### config.mk
export PLATFORM = sky130hd
export DESIGN_NAME = rrp_mult_arb_flat
export DESIGN_NICKNAME = d
export VERILOG_FILES = /design/src/rtl/rrp_mult_arb_if.sv /design/src/rtl/rrp_mult_arb.sv /design/src/flat_wrapper.sv
export SDC_FILE = /design/constraint.sdc
export NUM_CORES = 1
export LEC_CHECK = 0
export BUFFER_PORTS_ARGS = -buffer_cell sky130_fd_sc_hd__buf_4
export CORE_MARGIN = 4
export CORE_UTILIZATION = 54
export DETAILED_ROUTE_END_ITERATION = 6
export GPL_ROUTABILITY_DRIVEN = 1
export PLACE_DENSITY = 0.8
export SLEW_MARGIN = 30
export SYNTH_ARGS = -nofsm -noshare
export SYNTH_HDL_FRONTEND = slang
export SYNTH_SLANG_ARGS = --single-unit
### constraint.sdc
create_clock -name clock -period 2.46 [get_ports clock]
set_input_delay 0.369 -clock clock [delete_from_list [all_inputs] [get_ports clock]]
set_output_delay 0.369 -clock clock [all_outputs]
set_load 0.1 [all_outputs]
### src/rtl/rrp_mult_arb_if.sv
// Handshake bundle between the requesters, the rRp_mult datapath and the result consumer.
// The arbiter uses the slave view; the environment drives the master view.
interface rrp_mult_arb_if #(
    parameter int WIDTH = 4,
    parameter int RADIX = 4
);
    localparam int D  = $clog2(RADIX) + 1;
    localparam int XW = D * WIDTH;
    localparam int PW = D * (2 * WIDTH + 1);

    logic          req0_valid;
    logic          req0_ready;
    logic [XW-1:0] req0_x;
    logic [XW-1:0] req0_y;
    logic          req1_valid;
    logic          req1_ready;
    logic [XW-1:0] req1_x;
    logic [XW-1:0] req1_y;
    logic [XW-1:0] mul_x;
    logic [XW-1:0] mul_y;
    logic [PW-1:0] mul_p;
    logic          rsp_valid;
    logic          rsp_ready;
    logic [PW-1:0] rsp_p;
    logic          rsp_id;

    modport slave (
        input  req0_valid, req0_x, req0_y,
        input  req1_valid, req1_x, req1_y,
        input  mul_p, rsp_ready,
        output req0_ready, req1_ready,
        output mul_x, mul_y,
        output rsp_valid, rsp_p, rsp_id
    );

    modport master (
        output req0_valid, req0_x, req0_y,
        output req1_valid, req1_x, req1_y,
        output mul_p, rsp_ready,
        input  req0_ready, req1_ready,
        input  mul_x, mul_y,
        input  rsp_valid, rsp_p, rsp_id
    );
endinterface

### src/rtl/rrp_mult_arb.sv
// Two-requester round-robin, credit-gated issue scheduler for the rRp_mult pipeline.
// Optional feature macro RRP_ARB_PERF_CNT_EN adds issue_cnt/stall_cnt outputs.
module rrp_mult_arb #(
    parameter int WIDTH      = 4,
    parameter int RADIX      = 4,
    parameter int LATENCY    = 2,
    parameter int FIFO_DEPTH = 4
) (
    input  logic        clock,
    input  logic        reset,
`ifdef RRP_ARB_PERF_CNT_EN
    output logic [31:0] issue_cnt,
    output logic [31:0] stall_cnt,
`endif
    rrp_mult_arb_if.slave bus
);
    localparam int D  = $clog2(RADIX) + 1;
    localparam int XW = D * WIDTH;
    localparam int PW = D * (2 * WIDTH + 1);
    localparam int AW = $clog2(FIFO_DEPTH);
    localparam int NW = $clog2(FIFO_DEPTH + 1);
    localparam int CW = $clog2(FIFO_DEPTH + LATENCY + 1);

    typedef struct packed {
        logic [PW-1:0] p;
        logic          id;
    } entry_t;

    logic               rr_q, rr_d;
    logic [XW-1:0]      mul_x_q, mul_x_d;
    logic [XW-1:0]      mul_y_q, mul_y_d;
    logic [LATENCY-1:0] tag_vld_q, tag_vld_d;
    logic [LATENCY-1:0] tag_id_q, tag_id_d;
    logic [AW-1:0]      wr_ptr_q, wr_ptr_d;
    logic [AW-1:0]      rd_ptr_q, rd_ptr_d;
    logic [NW-1:0]      count_q, count_d;
    entry_t             mem_q [FIFO_DEPTH];
    entry_t             mem_d [FIFO_DEPTH];

    logic [CW-1:0] inflight;
    logic          credit_ok;
    logic          gnt0, gnt1, grant;
    logic          push, pop;
    entry_t        head;

    // Credit counts products already owed to the FIFO, so a pop frees a slot only next cycle.
    always_comb begin
        inflight = '0;
        for (int i = 0; i < LATENCY; i++) begin
            inflight = inflight + CW'(tag_vld_q[i]);
        end
    end

    assign credit_ok = !reset && ((CW'(count_q) + inflight) < CW'(FIFO_DEPTH));
    assign gnt0      = credit_ok && bus.req0_valid && (!bus.req1_valid || !rr_q);
    assign gnt1      = credit_ok && bus.req1_valid && (!bus.req0_valid ||  rr_q);
    assign grant     = gnt0 || gnt1;

    assign push = tag_vld_q[LATENCY-1];
    assign pop  = bus.rsp_valid && bus.rsp_ready;
    assign head = mem_q[rd_ptr_q];

    assign bus.req0_ready = gnt0;
    assign bus.req1_ready = gnt1;
    assign bus.mul_x      = mul_x_q;
    assign bus.mul_y      = mul_y_q;
    assign bus.rsp_valid  = (count_q != '0);
    assign bus.rsp_p      = bus.rsp_valid ? head.p  : '0;
    assign bus.rsp_id     = bus.rsp_valid ? head.id : 1'b0;

    always_comb begin
        rr_d      = rr_q;
        mul_x_d   = mul_x_q;
        mul_y_d   = mul_y_q;
        tag_vld_d = tag_vld_q;
        tag_id_d  = tag_id_q;
        wr_ptr_d  = wr_ptr_q;
        rd_ptr_d  = rd_ptr_q;
        count_d   = count_q;
        mem_d     = mem_q;

        if (gnt0) begin
            mul_x_d = bus.req0_x;
            mul_y_d = bus.req0_y;
            rr_d    = 1'b1;
        end else if (gnt1) begin
            mul_x_d = bus.req1_x;
            mul_y_d = bus.req1_y;
            rr_d    = 1'b0;
        end

        tag_vld_d[0] = grant;
        tag_id_d[0]  = gnt1;
        for (int i = 1; i < LATENCY; i++) begin
            tag_vld_d[i] = tag_vld_q[i-1];
            tag_id_d[i]  = tag_id_q[i-1];
        end

        if (push) begin
            mem_d[wr_ptr_q] = {bus.mul_p, tag_id_q[LATENCY-1]};
            wr_ptr_d        = wr_ptr_q + AW'(1);
        end
        if (pop) begin
            rd_ptr_d = rd_ptr_q + AW'(1);
        end
        count_d = count_q + NW'(push) - NW'(pop);
    end

    // Reset discards tags and buffered entries; late multiplier outputs then find no tag and are dropped.
    always_ff @(posedge clock) begin
        if (reset) begin
            rr_q      <= 1'b0;
            mul_x_q   <= '0;
            mul_y_q   <= '0;
            tag_vld_q <= '0;
            wr_ptr_q  <= '0;
            rd_ptr_q  <= '0;
            count_q   <= '0;
        end else begin
            rr_q      <= rr_d;
            mul_x_q   <= mul_x_d;
            mul_y_q   <= mul_y_d;
            tag_vld_q <= tag_vld_d;
            wr_ptr_q  <= wr_ptr_d;
            rd_ptr_q  <= rd_ptr_d;
            count_q   <= count_d;
        end
    end

    always_ff @(posedge clock) begin
        tag_id_q <= tag_id_d;
        mem_q    <= mem_d;
    end

    assert property (@(posedge clock) disable iff (reset)
        !(push && (count_q == NW'(FIFO_DEPTH)) && !pop));

`ifdef RRP_ARB_PERF_CNT_EN
    logic [31:0] issue_cnt_q, issue_cnt_d;
    logic [31:0] stall_cnt_q, stall_cnt_d;
    logic        any_req;

    assign any_req = bus.req0_valid || bus.req1_valid;

    always_comb begin
        issue_cnt_d = issue_cnt_q + 32'(grant);
        stall_cnt_d = stall_cnt_q + 32'(any_req && !credit_ok);
    end

    always_ff @(posedge clock) begin
        if (reset) begin
            issue_cnt_q <= '0;
            stall_cnt_q <= '0;
        end else begin
            issue_cnt_q <= issue_cnt_d;
            stall_cnt_q <= stall_cnt_d;
        end
    end

    assign issue_cnt = issue_cnt_q;
    assign stall_cnt = stall_cnt_q;
`else
    // Counters are not built in the default configuration.
`endif
endmodule
### src/flat_wrapper.sv
// flat-port wrapper written by rule: the top's interface ports become plain ports
module rrp_mult_arb_flat 
#(
    parameter int WIDTH      = 4,
    parameter int RADIX      = 4,
    parameter int LATENCY    = 2,
    parameter int FIFO_DEPTH = 4
)
  (clock, reset, bus_req0_valid, bus_req0_x, bus_req0_y, bus_req1_valid, bus_req1_x, bus_req1_y, bus_mul_p, bus_rsp_ready, bus_req0_ready, bus_req1_ready, bus_mul_x, bus_mul_y, bus_rsp_valid, bus_rsp_p, bus_rsp_id);
  rrp_mult_arb_if #(.WIDTH(WIDTH), .RADIX(RADIX)) bus_i ();
  input  logic clock;
  input  logic reset;
  input wire logic [$bits(bus_i.req0_valid)-1:0] bus_req0_valid;
  input wire logic [$bits(bus_i.req0_x)-1:0] bus_req0_x;
  input wire logic [$bits(bus_i.req0_y)-1:0] bus_req0_y;
  input wire logic [$bits(bus_i.req1_valid)-1:0] bus_req1_valid;
  input wire logic [$bits(bus_i.req1_x)-1:0] bus_req1_x;
  input wire logic [$bits(bus_i.req1_y)-1:0] bus_req1_y;
  input wire logic [$bits(bus_i.mul_p)-1:0] bus_mul_p;
  input wire logic [$bits(bus_i.rsp_ready)-1:0] bus_rsp_ready;
  output wire logic [$bits(bus_i.req0_ready)-1:0] bus_req0_ready;
  output wire logic [$bits(bus_i.req1_ready)-1:0] bus_req1_ready;
  output wire logic [$bits(bus_i.mul_x)-1:0] bus_mul_x;
  output wire logic [$bits(bus_i.mul_y)-1:0] bus_mul_y;
  output wire logic [$bits(bus_i.rsp_valid)-1:0] bus_rsp_valid;
  output wire logic [$bits(bus_i.rsp_p)-1:0] bus_rsp_p;
  output wire logic [$bits(bus_i.rsp_id)-1:0] bus_rsp_id;
  assign bus_i.req0_valid = bus_req0_valid;
  assign bus_i.req0_x = bus_req0_x;
  assign bus_i.req0_y = bus_req0_y;
  assign bus_i.req1_valid = bus_req1_valid;
  assign bus_i.req1_x = bus_req1_x;
  assign bus_i.req1_y = bus_req1_y;
  assign bus_i.mul_p = bus_mul_p;
  assign bus_i.rsp_ready = bus_rsp_ready;
  assign bus_req0_ready = bus_i.req0_ready;
  assign bus_req1_ready = bus_i.req1_ready;
  assign bus_mul_x = bus_i.mul_x;
  assign bus_mul_y = bus_i.mul_y;
  assign bus_rsp_valid = bus_i.rsp_valid;
  assign bus_rsp_p = bus_i.rsp_p;
  assign bus_rsp_id = bus_i.rsp_id;
  rrp_mult_arb #(.WIDTH(WIDTH), .RADIX(RADIX), .LATENCY(LATENCY), .FIFO_DEPTH(FIFO_DEPTH)) u_core (.clock(clock), .reset(reset), .bus(bus_i));
endmodule
# Word level (Yosys, flattened, before mapping)
# Cells that the tools add are included.
dict set report op_classes {
  add_sub_neg 6
  mul 0
  div_mod_pow 0
  magnitude_cmp 4
  eq_ne 0
  shift 0
  muxes 14
  n_bitwise 2
  reduce_logical 16
}
# op n
set ops {}
lappend ops {{$bwmux W112} 1}
lappend ops {{$mux W28} 3}
lappend ops {{$bmux W28 S2} 1}
lappend ops {{$demux W28 S2} 1}
lappend ops {{$mux W12} 4}
lappend ops {{$mux W27} 1}
lappend ops {{$logic_and A1 B1 Y1} 7}
lappend ops {{$ge A3 B3 Y1 const B} 2}
lappend ops {{$not A2 Y3} 2}
lappend ops {{$add A2 B1 Y2 const B} 2}
lappend ops {{$logic_not A1 Y1} 4}
lappend ops {{$add A3 B1 Y3} 1}
lappend ops {{$add A3 B3 Y3} 1}
lappend ops {{$logic_or A1 B1 Y1} 3}
lappend ops {{$lt A3 B1 Y1 const B} 1}
lappend ops {{$lt A3 B3 Y1 const B} 1}
lappend ops {{$mux W1} 3}
lappend ops {{$reduce_bool A3 Y1} 1}
lappend ops {{$sub A3 B1 Y3} 1}
lappend ops {{$add A1 B1 Y2} 1}
lappend ops {{$reduce_bool A2 Y1} 1}
dict set report totals {
  ff_bits 148
  latchBits 0
  mem_bits_rw 0
  romBits 0
  wordCells 58
  mem_count 0
}

# Longest topological paths before layout
# Gate-level depths: netlist (run 1).
dict set report depth {
  depth_word 8
  ltp_mapped 9
  depth_no_buf 9
}

# Worst setup path before layout (run 1)
# OpenSTA, ideal clock, no wires.
dict set report synth_path {
  path_kind {register to register}
  startpoint {register u_core.tag_vld_q[1]}
  endpoint {register u_core.tag_id_q[0]}
  arrival_ns 6.054
  required_time_ns 1.827
  path_slack_ns -4.227
  stages_incl_launch_ff 6
  path_buffers 0
  cell_sequence {dfxtp_1 ha_1 ha_1 a31oi_1 xnor2_1 a2111oi_0}
}
dict set report synth_via {
  elab_chain_len 6
}
# element line_no
set synth_lines {}
lappend synth_lines {{start: declaration} rrp_mult_arb.sv:32} ;# logic [LATENCY-1:0] tag_vld_q, tag_vld_d;
lappend synth_lines {{start signal: assignment} rrp_mult_arb.sv:123} ;# tag_vld_q <= tag_vld_d;
lappend synth_lines {{$add A1 B1 Y2} rrp_mult_arb.sv:50} ;# inflight = inflight + CW'(tag_vld_q[i]);
lappend synth_lines {{$add A3 B3 Y3} rrp_mult_arb.sv:54} ;# assign credit_ok = !reset && ((CW'(count_q) + inflight) < CW'(FIFO_DEPTH));
lappend synth_lines {{$lt A3 B3 Y1} rrp_mult_arb.sv:54}
lappend synth_lines {{$logic_and A1 B1 Y1} rrp_mult_arb.sv:54}
lappend synth_lines {{$logic_and A1 B1 Y1 (2 in a row)} rrp_mult_arb.sv:56} ;# assign gnt1 = credit_ok && bus.req1_valid && (!bus.req0_valid || rr_q);
lappend synth_lines {{named net bus_req1_ready} flat_wrapper.sv:22} ;# output wire logic [$bits(bus_i.req1_ready)-1:0] bus_req1_ready;
lappend synth_lines {{end signal: assignment} rrp_mult_arb.sv:131} ;# tag_id_q <= tag_id_d;
lappend synth_lines {{end: declaration} rrp_mult_arb.sv:33} ;# logic [LATENCY-1:0] tag_id_q, tag_id_d;
# The timed path passes the listed nets, and every way through them passes these cells.
# A chain may end at the register's enable or synchronous reset.

# Worst setup path in the final report (run 1)
dict set report layout_path {
  startpoint {register u_core.tag_vld_q[1]}
  endpoint {output bus_req1_ready}
}
dict set report layout_via {
  elab_chain_len 6
}
# element line_no
set layout_lines {}
lappend layout_lines {{$add A1 B1 Y2} rrp_mult_arb.sv:50}
lappend layout_lines {{$add A3 B3 Y3} rrp_mult_arb.sv:54}
lappend layout_lines {{$lt A3 B3 Y1} rrp_mult_arb.sv:54}
lappend layout_lines {{$logic_and A1 B1 Y1} rrp_mult_arb.sv:54}
lappend layout_lines {{$logic_and A1 B1 Y1 (2 in a row)} rrp_mult_arb.sv:56}
lappend layout_lines {{end: declaration} flat_wrapper.sv:22}
# Every way passes these cells.

==> summary.txt, run 1 <==
Critical path
  – Kind of critical path: flop to output port
  – Worst-path cell chain: ha_4, ha_4, a31oi_4, xnor2_4, a2111oi_4, buf_6
  – CP top delay family: adder cells
  – Crit path buf inv count: 1
  – Crit. End Element: output port
  – Worst path most repeated cell: ha_4
  – Critical Path Fanout Max: 2
  – CP required: 2090 ps
  – WP data arrival: 2100 ps
  – Worst setup SP type: flop
  – CP peak stage delay: 350 ps
  – Critical path's slowest cell: dfxtp_4

GRT
  – Vias in the first global route: 4118
  – First-pass GRT wire length: 21300 um
  – All-layer global routing usage: 21.8%
  – Initial antenna violation count: 0
  – Largest net degree at the start of global routing: 61
  – Aggregate global routing overflow: 0

Floorplan
  – Initial Util: 55.3%
  – IO Pins: 135
  – Row count: 38
  – Die ar.: 0.0129 mm^2
  – Die Wd: 113 um
  – Core ar.: 0.0108 mm^2
  – Die height: 113 um

Cells and area
  – Syn-to-layout area delta: 33.8%
  – Antenna Cells: 0
  – Share of layout cells above drive strength 1: 42.3%
  – Final net count: 614
  – Final Util: 74.0%
  – Fillcell total: 649

Timing
  – Max_slew headroom: 51.1%
  – Max Clk Rate: 0.404 GHz
  – Unrepaired setup endpoints after global routing: yes
  – Setup WS post-layout: -12.2 ps
  – Count of final setup violators: 1
  – Min Tclk post-route: 2470 ps
  – Clock skew: 7.86 ps
  – Setup TNS: -12.2 ps
  – Slew at the pin closest to its max-slew limit: 730 ps
  – Fin. max-slew vios: 0
  – Final Cycle Share: 100%
  – Hold slack: 49.5 ps
  – Final Hold Fails: 0

Pwr
  – Design Power: 10300 uW
  – Leakage power: 0.00295 uW
  – Comb pwr share: 47.6%
  – Clock group share of total power: 23.2%
  – Peak VDD IR: 1000 uV
  – Switching Fraction: 44.4%
  – Flop pwr share: 29.2%
  – P_sw: 4590 uW
  – Pwr per Cell Area: 1290 mW/mm^2
  – P_int: 5740 uW

Placement
  – Hpwl dp: 8060 um
  – DP Worst Slack: 83.4 ps
  – Final RePlAce weighted congestion: 0.833
  – Count of input and output buffers: 134

Route
  – Total Wirelength: 13300 um
  – Vias: 3926
  – DRT antenna net count: 0
  – Drt drc: 0
  – 1st-iter DRT viols: 199
  – Routed len/inst: 19.6 um
  – Via density: 5.80
  – 1st-pass router iterations: 5

Logic synthesis
  – Proportion of netlist area held by the largest area contributor: 56.1%
  – Number of enable flip-flop cells after synthesis: 112
  – Async set-reset flop share out of synthesis: 0%
  – Cell Area, Synth: 0.00600 mm^2
  – Sequential share of the synthesized area: 68.1%
  – Mean Syn Cell Area: 15.9 um^2
  – Most frequent cells after synthesis: edfxtp_1, dfxtp_1, and2_1, inv_1, mux4_2
  – Predominant post-synthesis flop cell: edfxtp_1
  – Syn Inst Count: 377
  – Synth top area cells: edfxtp_1, dfxtp_1, mux4_2
  – Post-synth top area cell: edfxtp_1
  – Count leader, synth: edfxtp_1
  – Mapped Nets: 466
  – Yosys warning count: 0
  – Synth unique cells: 24
  – Synthesized flop and latch total: 148

CTS
  – Clk Tree Root Cell: clkbuf_8
  – H-Tree Depth: 4
  – CTS tree: built
  – Worst-Skew Late Latency: 520 ps
  – Clock Tree Buf Depth: 2
  – Hold-fix buffers, CTS: 0
  – Sink Count: 148
  – TritonCTS buffer count: 17
  – Clk pin slew, worst setup/hold paths: 60 ps

Job
  – Max Cap Viol: 0

Run status
  – Failing checks: setup timing
  – Status: complete, but fails checks

Hold path
  – Hold crit path type: primary input to flop
[per-stage QoR]
step	cell area (um^2)	std cells
after global routing	8020	677
after floorplan	6070	377
after global placement	7270	637
final	8020	677
after CTS	7950	676
after detailed placement	7270	637
[layout make-up]
type                            count  area, um^2  share of cell area [%]
Multi-Input combinational cell    168        1770                    22.0
Clock buffer                       17         414                    5.16
Clock inverter                     14         138                    1.72
Tap cell                          140         175                    2.18
Sequential cell                   148        4090                    51.0
Timing Repair Buffer              157        1310                    16.4
Inverter                           33         124                    1.54
[layer usage]
layer	vias up	share of wire (%)	track usage [%]
met3	26	8.8	7.16
met2	204	50	36.2
met5	-	0	0
met1	1920	38	26.9
li1	1776	-	-
met4	0	2.5	8.25
[state kept, by name, summed over array words and instances, names as in the netlist]
| signal | count |
|---|---|
| u_core.mem_q | 112 |
| u_core.bus.mul_x | 12 |
| u_core.bus.mul_y | 12 |
| u_core.count_q | 3 |
| u_core.rd_ptr_q | 2 |
| u_core.tag_id_q | 2 |
| u_core.tag_vld_q | 2 |
| u_core.wr_ptr_q | 2 |
| u_core.rr_q | 1 |
[repair_timing]
item,in CTS,in global routing
resized for setup,11,18
buffers inserted,6,1
endpoints found under the setup margin,26,20
gates cloned,2,0
pin swaps,4,1
endpoints found under the hold margin,0,0
[cell families after synthesis]
kind of cell | count (synthesis) | synth area share (%)
flip-flops | 148 | 68.1
adder cells (fa/ha/maj) | 9 | 2.00
AND/OR/NAND/NOR | 47 | 4.59
multiplexers | 29 | 10.7
XOR/XNOR | 6 | 0.876
AO/OA/AOI/OAI | 76 | 9.53
buffers and inverters | 62 | 4.21
[worst paths after layout]
check	start	cells after the start	endpoint	slack, ps
setup reg to reg	u_core.count_q[2]	9	u_core.count_q[2]	110
hold reg to reg	u_core.tag_id_q[0]	0	u_core.tag_id_q[1]	330
setup / recovery	u_core.tag_vld_q[1]	6	bus_req1_ready	-10
hold / removal	bus_mul_p[25]	1	u_core.mem_q[54]	50
[worst reg2reg max path, delay by kind of cell (launching register included)]
family	cells	cell delay [ps]
xor+xnor	2	340
simple gates	3	590
buf+inv	1	50
fa+ha+maj	3	860
flops	1	380
[cells in the final DEF (no fill, tap or decap), drive strengths merged, types with 2 or more instances in the layout]
cell	Yosys	final
ha	8	8
buf	6	157
mux4	28	28
clkbuf	23	17
a2111oi	25	25
a221oi	24	24
clkinvlp	0	4
inv	33	34
nor2	7	7
bufinv	0	2
xnor2	5	6
o21ai	24	24
and2	33	33
or3	2	2
edfxtp	112	112
dfxtp	36	36
nor2b	3	3
clkinv	0	7
[power by group through the flow]
stage | sequential (uW) | combinational [uW] | clock (uW)
after global placement | 3050 | 4590 | 0
after detailed placement | 3060 | 4640 | 0
after CTS | 3020 | 4820 | 2430
final | 3020 | 4910 | 2400
after floorplan | 3540 | 3150 | 0
after global routing | 3040 | 5120 | 2570
Power figures use the tool's default switching activity.
==> run 2: changes to the inputs <==
--- a/config.mk
+++ b/config.mk
@@ -6,6 +6,7 @@
 export NUM_CORES = 1
 export LEC_CHECK = 0
 export BUFFER_PORTS_ARGS = -buffer_cell sky130_fd_sc_hd__buf_4
+export CAP_MARGIN = 20
 export CORE_MARGIN = 4
 export CORE_UTILIZATION = 54
 export DETAILED_ROUTE_END_ITERATION = 6
==> constraint.sdc (replaced) <==
create_clock -name clock -period 2.46 [get_ports clock]
set_input_delay 0.369 -clock clock [delete_from_list [all_inputs] [get_ports clock]]
set_output_delay 0.369 -clock clock [all_outputs]
set_load 0.02 [all_outputs]
==> run 2 against run 1 <==
  * The run still ends with setup timing left
  * Final cell count increased by 0.59%
  * Critical path type unchanged
  * Utilization is 0.12 points higher
  * Maximum frequency increased by 0.33%
  * First-iteration DRC count grew 35%
==> summary.txt, run 2 (synthesis gave the netlist of run 1 again) <==
Cells and area
  – Non-filler cells, final: 681 (was 677)
  – Fillcell total: 673 (was 649)
  – Largest register FFs: 112 (unchanged)
  – Top reg by flops: u_core.mem_q (unchanged)
  – Share of layout cells above drive strength 1: 42.7% (was 42.3%)
  – Final net count: 617 (was 614)
  – Antenna Cells: 0 (unchanged)
  – Most frequent cells in the layout: buf_4, edfxtp_1, and2_1, inv_1, dfxtp_1 (was buf_4, edfxtp_1, inv_1, dfxtp_1, and2_1)
  – Final Util: 74.1% (was 74.0%)
  – Commonest non-fill, non-tap cell in the layout: buf_4 (unchanged)
  – Syn-to-layout area delta: 34.0% (was 33.8%)

Route
  – Vias: 3957 (was 3926)
  – 1st-pass router iterations: 4 (was 5)
  – Drt drc: 0 (unchanged)
  – Total Wirelength: 13500 um (was 13300 um)
  – Via density: 5.81 (was 5.80)
  – 1st-iter DRT viols: 269 (was 199)
  – Routed len/inst: 19.8 um (was 19.6 um)
  – DRT antenna net count: 0 (unchanged)

GRT
  – All-layer global routing usage: 21.9% (was 21.8%)
  – Vias in the first global route: 4126 (was 4118)
  – Aggregate global routing overflow: 0 (unchanged)
  – Initial antenna violation count: 0 (unchanged)
  – First-pass GRT wire length: 21300 um (about the same)
  – Largest net degree at the start of global routing: 61 (unchanged)

Floorplan
  – Core ar.: 0.0108 mm^2 (unchanged)
  – Initial Util: 55.3% (unchanged)
  – Die ar.: 0.0129 mm^2 (unchanged)
  – Die Wd: 113 um (unchanged)
  – Die height: 113 um (unchanged)
  – IO Pins: 135 (unchanged)
  – Row count: 38 (unchanged)

Critical path
  – CP peak stage delay: 340 ps (was 350 ps)
  – CP required: 2090 ps (about the same)
  – WP data arrival: 2100 ps (about the same)
  – Worst path most repeated cell: ha_4 (unchanged)
  – Critical Path Fanout Max: 3 (was 2)
  – Crit. End Element: output port (unchanged)
  – Kind of critical path: flop to output port (unchanged)
  – Critical path's slowest cell: dfxtp_2 (was dfxtp_4)
  – Worst setup SP type: flop (unchanged)
  – Crit path buf inv count: 1 (unchanged)
  – CP top delay family: compound AO/OA/AOI/OAI gates (was adder cells)
  – R2R Setup Slk: 70 ps (was 110 ps)
  – Worst-path cell chain: ha_4, ha_4, a31oi_4, xnor2_4, a2111oi_4, buf_4 (was ha_4, ha_4, a31oi_4, xnor2_4, a2111oi_4, buf_6)

CTS
  – CTS tree: built (unchanged)
  – Worst-Skew Late Latency: 520 ps (about the same)
  – Clock Tree Buf Depth: 2 (unchanged)
  – H-Tree Depth: 4 (unchanged)
  – TritonCTS buffer count: 17 (unchanged)
  – Hold-fix buffers, CTS: 0 (unchanged)
  – Sink Count: 148 (unchanged)
  – Clk pin slew, worst setup/hold paths: 60 ps (about the same)
  – Clk Tree Root Cell: clkbuf_8 (unchanged)

Pwr
  – Leakage power: 0.00298 uW (was 0.00295 uW)
  – Peak VDD IR: 604 uV (was 1000 uV)
  – Pwr per Cell Area: 1050 mW/mm^2 (was 1290 mW/mm^2)

Timing
  – Fin. max-slew vios: 0 (unchanged)
  – Setup WS post-layout: -4.19 ps (was -12.2 ps)
  – Count of final setup violators: 1 (unchanged)
  – Max Clk Rate: 0.406 GHz (was 0.404 GHz)
  – Final Hold Fails: 0 (unchanged)
  – Min Tclk post-route: 2460 ps (was 2470 ps)
  – Max_slew headroom: 63.3% (was 51.1%)
  – Final Cycle Share: 100% (about the same)
  – Unrepaired setup endpoints after global routing: yes (unchanged)
  – Clock skew: 6.43 ps (was 7.86 ps)
  – Slew at the pin closest to its max-slew limit: 551 ps (was 730 ps)

Run status
  – Status: complete, but fails checks (unchanged)
  – Failing checks: setup timing (unchanged)

Hold path
  – Hold crit path type: primary input to flop (unchanged)

Placement
  – Count of input and output buffers: 134 (unchanged)
  – Placed Cells: 644 (was 637)
  – Hpwl dp: 8640 um (was 8060 um)
  – Final RePlAce weighted congestion: 0.761 (was 0.833)

Job
  – Max Cap Viol: 0 (unchanged)
[run 2: changes by cell type in the layout (fill, tap and decap cells not counted), sizes merged]
cell	previous run	this run
xnor2	6	5
clkbuf	17	19
bufinv	2	5
clkinvlp	4	3
clkinv	7	4
buf	157	160
bufbuf	0	1
[run 2: area by class of cell]
type / count / area (um^2) / share of cell area (%)
Clock buffer: 19 / 422 / 5.25
Clock inverter: 13 / 205 / 2.55
Inverter: 33 / 124 / 1.54
Multi-Input combinational cell: 167 / 1760 / 21.8
Sequential cell: 148 / 4090 / 50.9
Tap cell: 140 / 175 / 2.18
Timing Repair Buffer: 161 / 1260 / 15.7
[run 2: worst paths after layout]
check | startpoint | endpoint | depth (start not counted)
setup / recovery | u_core.tag_vld_q[0] | bus_req1_ready | 6
hold / removal | bus_mul_p[2] | u_core.mem_q[31] | 1
setup reg to reg | u_core.count_q[1] | u_core.count_q[2] | 9
hold reg to reg | u_core.tag_id_q[0] | u_core.tag_id_q[1] | 0
[run 2: power by group]
part           internal [uW]  switching (uW)  leakage, uW  total, uW
Combinational           1330            1380      0.00137       2710
Clock                   1750             971     0.000296       2720
Sequential              2880             138      0.00131       3020
Total                   5960            2490      0.00298       8450
[run 2: timing repair]
action	4_1_cts	5_1_grt
gates cloned	1	0
pin swaps	5	6
gates resized for setup	17	6
endpoints found under the setup margin	24	7
setup buffers	3	1
hold endpoints to repair	0	0
[run 2: through the flow]
stage               power (uW)  setup TNS, ps  setup WS [ps]  hold slack [ps]  area, um^2
finish                    8450          -4.19          -4.19             49.3        8040
global route              8830           -150          -94.9             27.5        8040
CTS                       8450           -123           -123             16.9        8000
detailed placement        5530              0            120              353        7230
global placement          5470              0            199              351        7230
floorplan                 4570              0            221              310        6000
[run 2: per-layer routing]
layer / vias to the layer above / part of all wire (%) / GRT usage (%)
li1: 1783 / - / -
met1: 1939 / 37 / 25.9
met2: 209 / 51 / 36.2
met3: 26 / 9.9 / 8.33
met4: 0 / 2.2 / 9.21
met5: - / 0 / 0
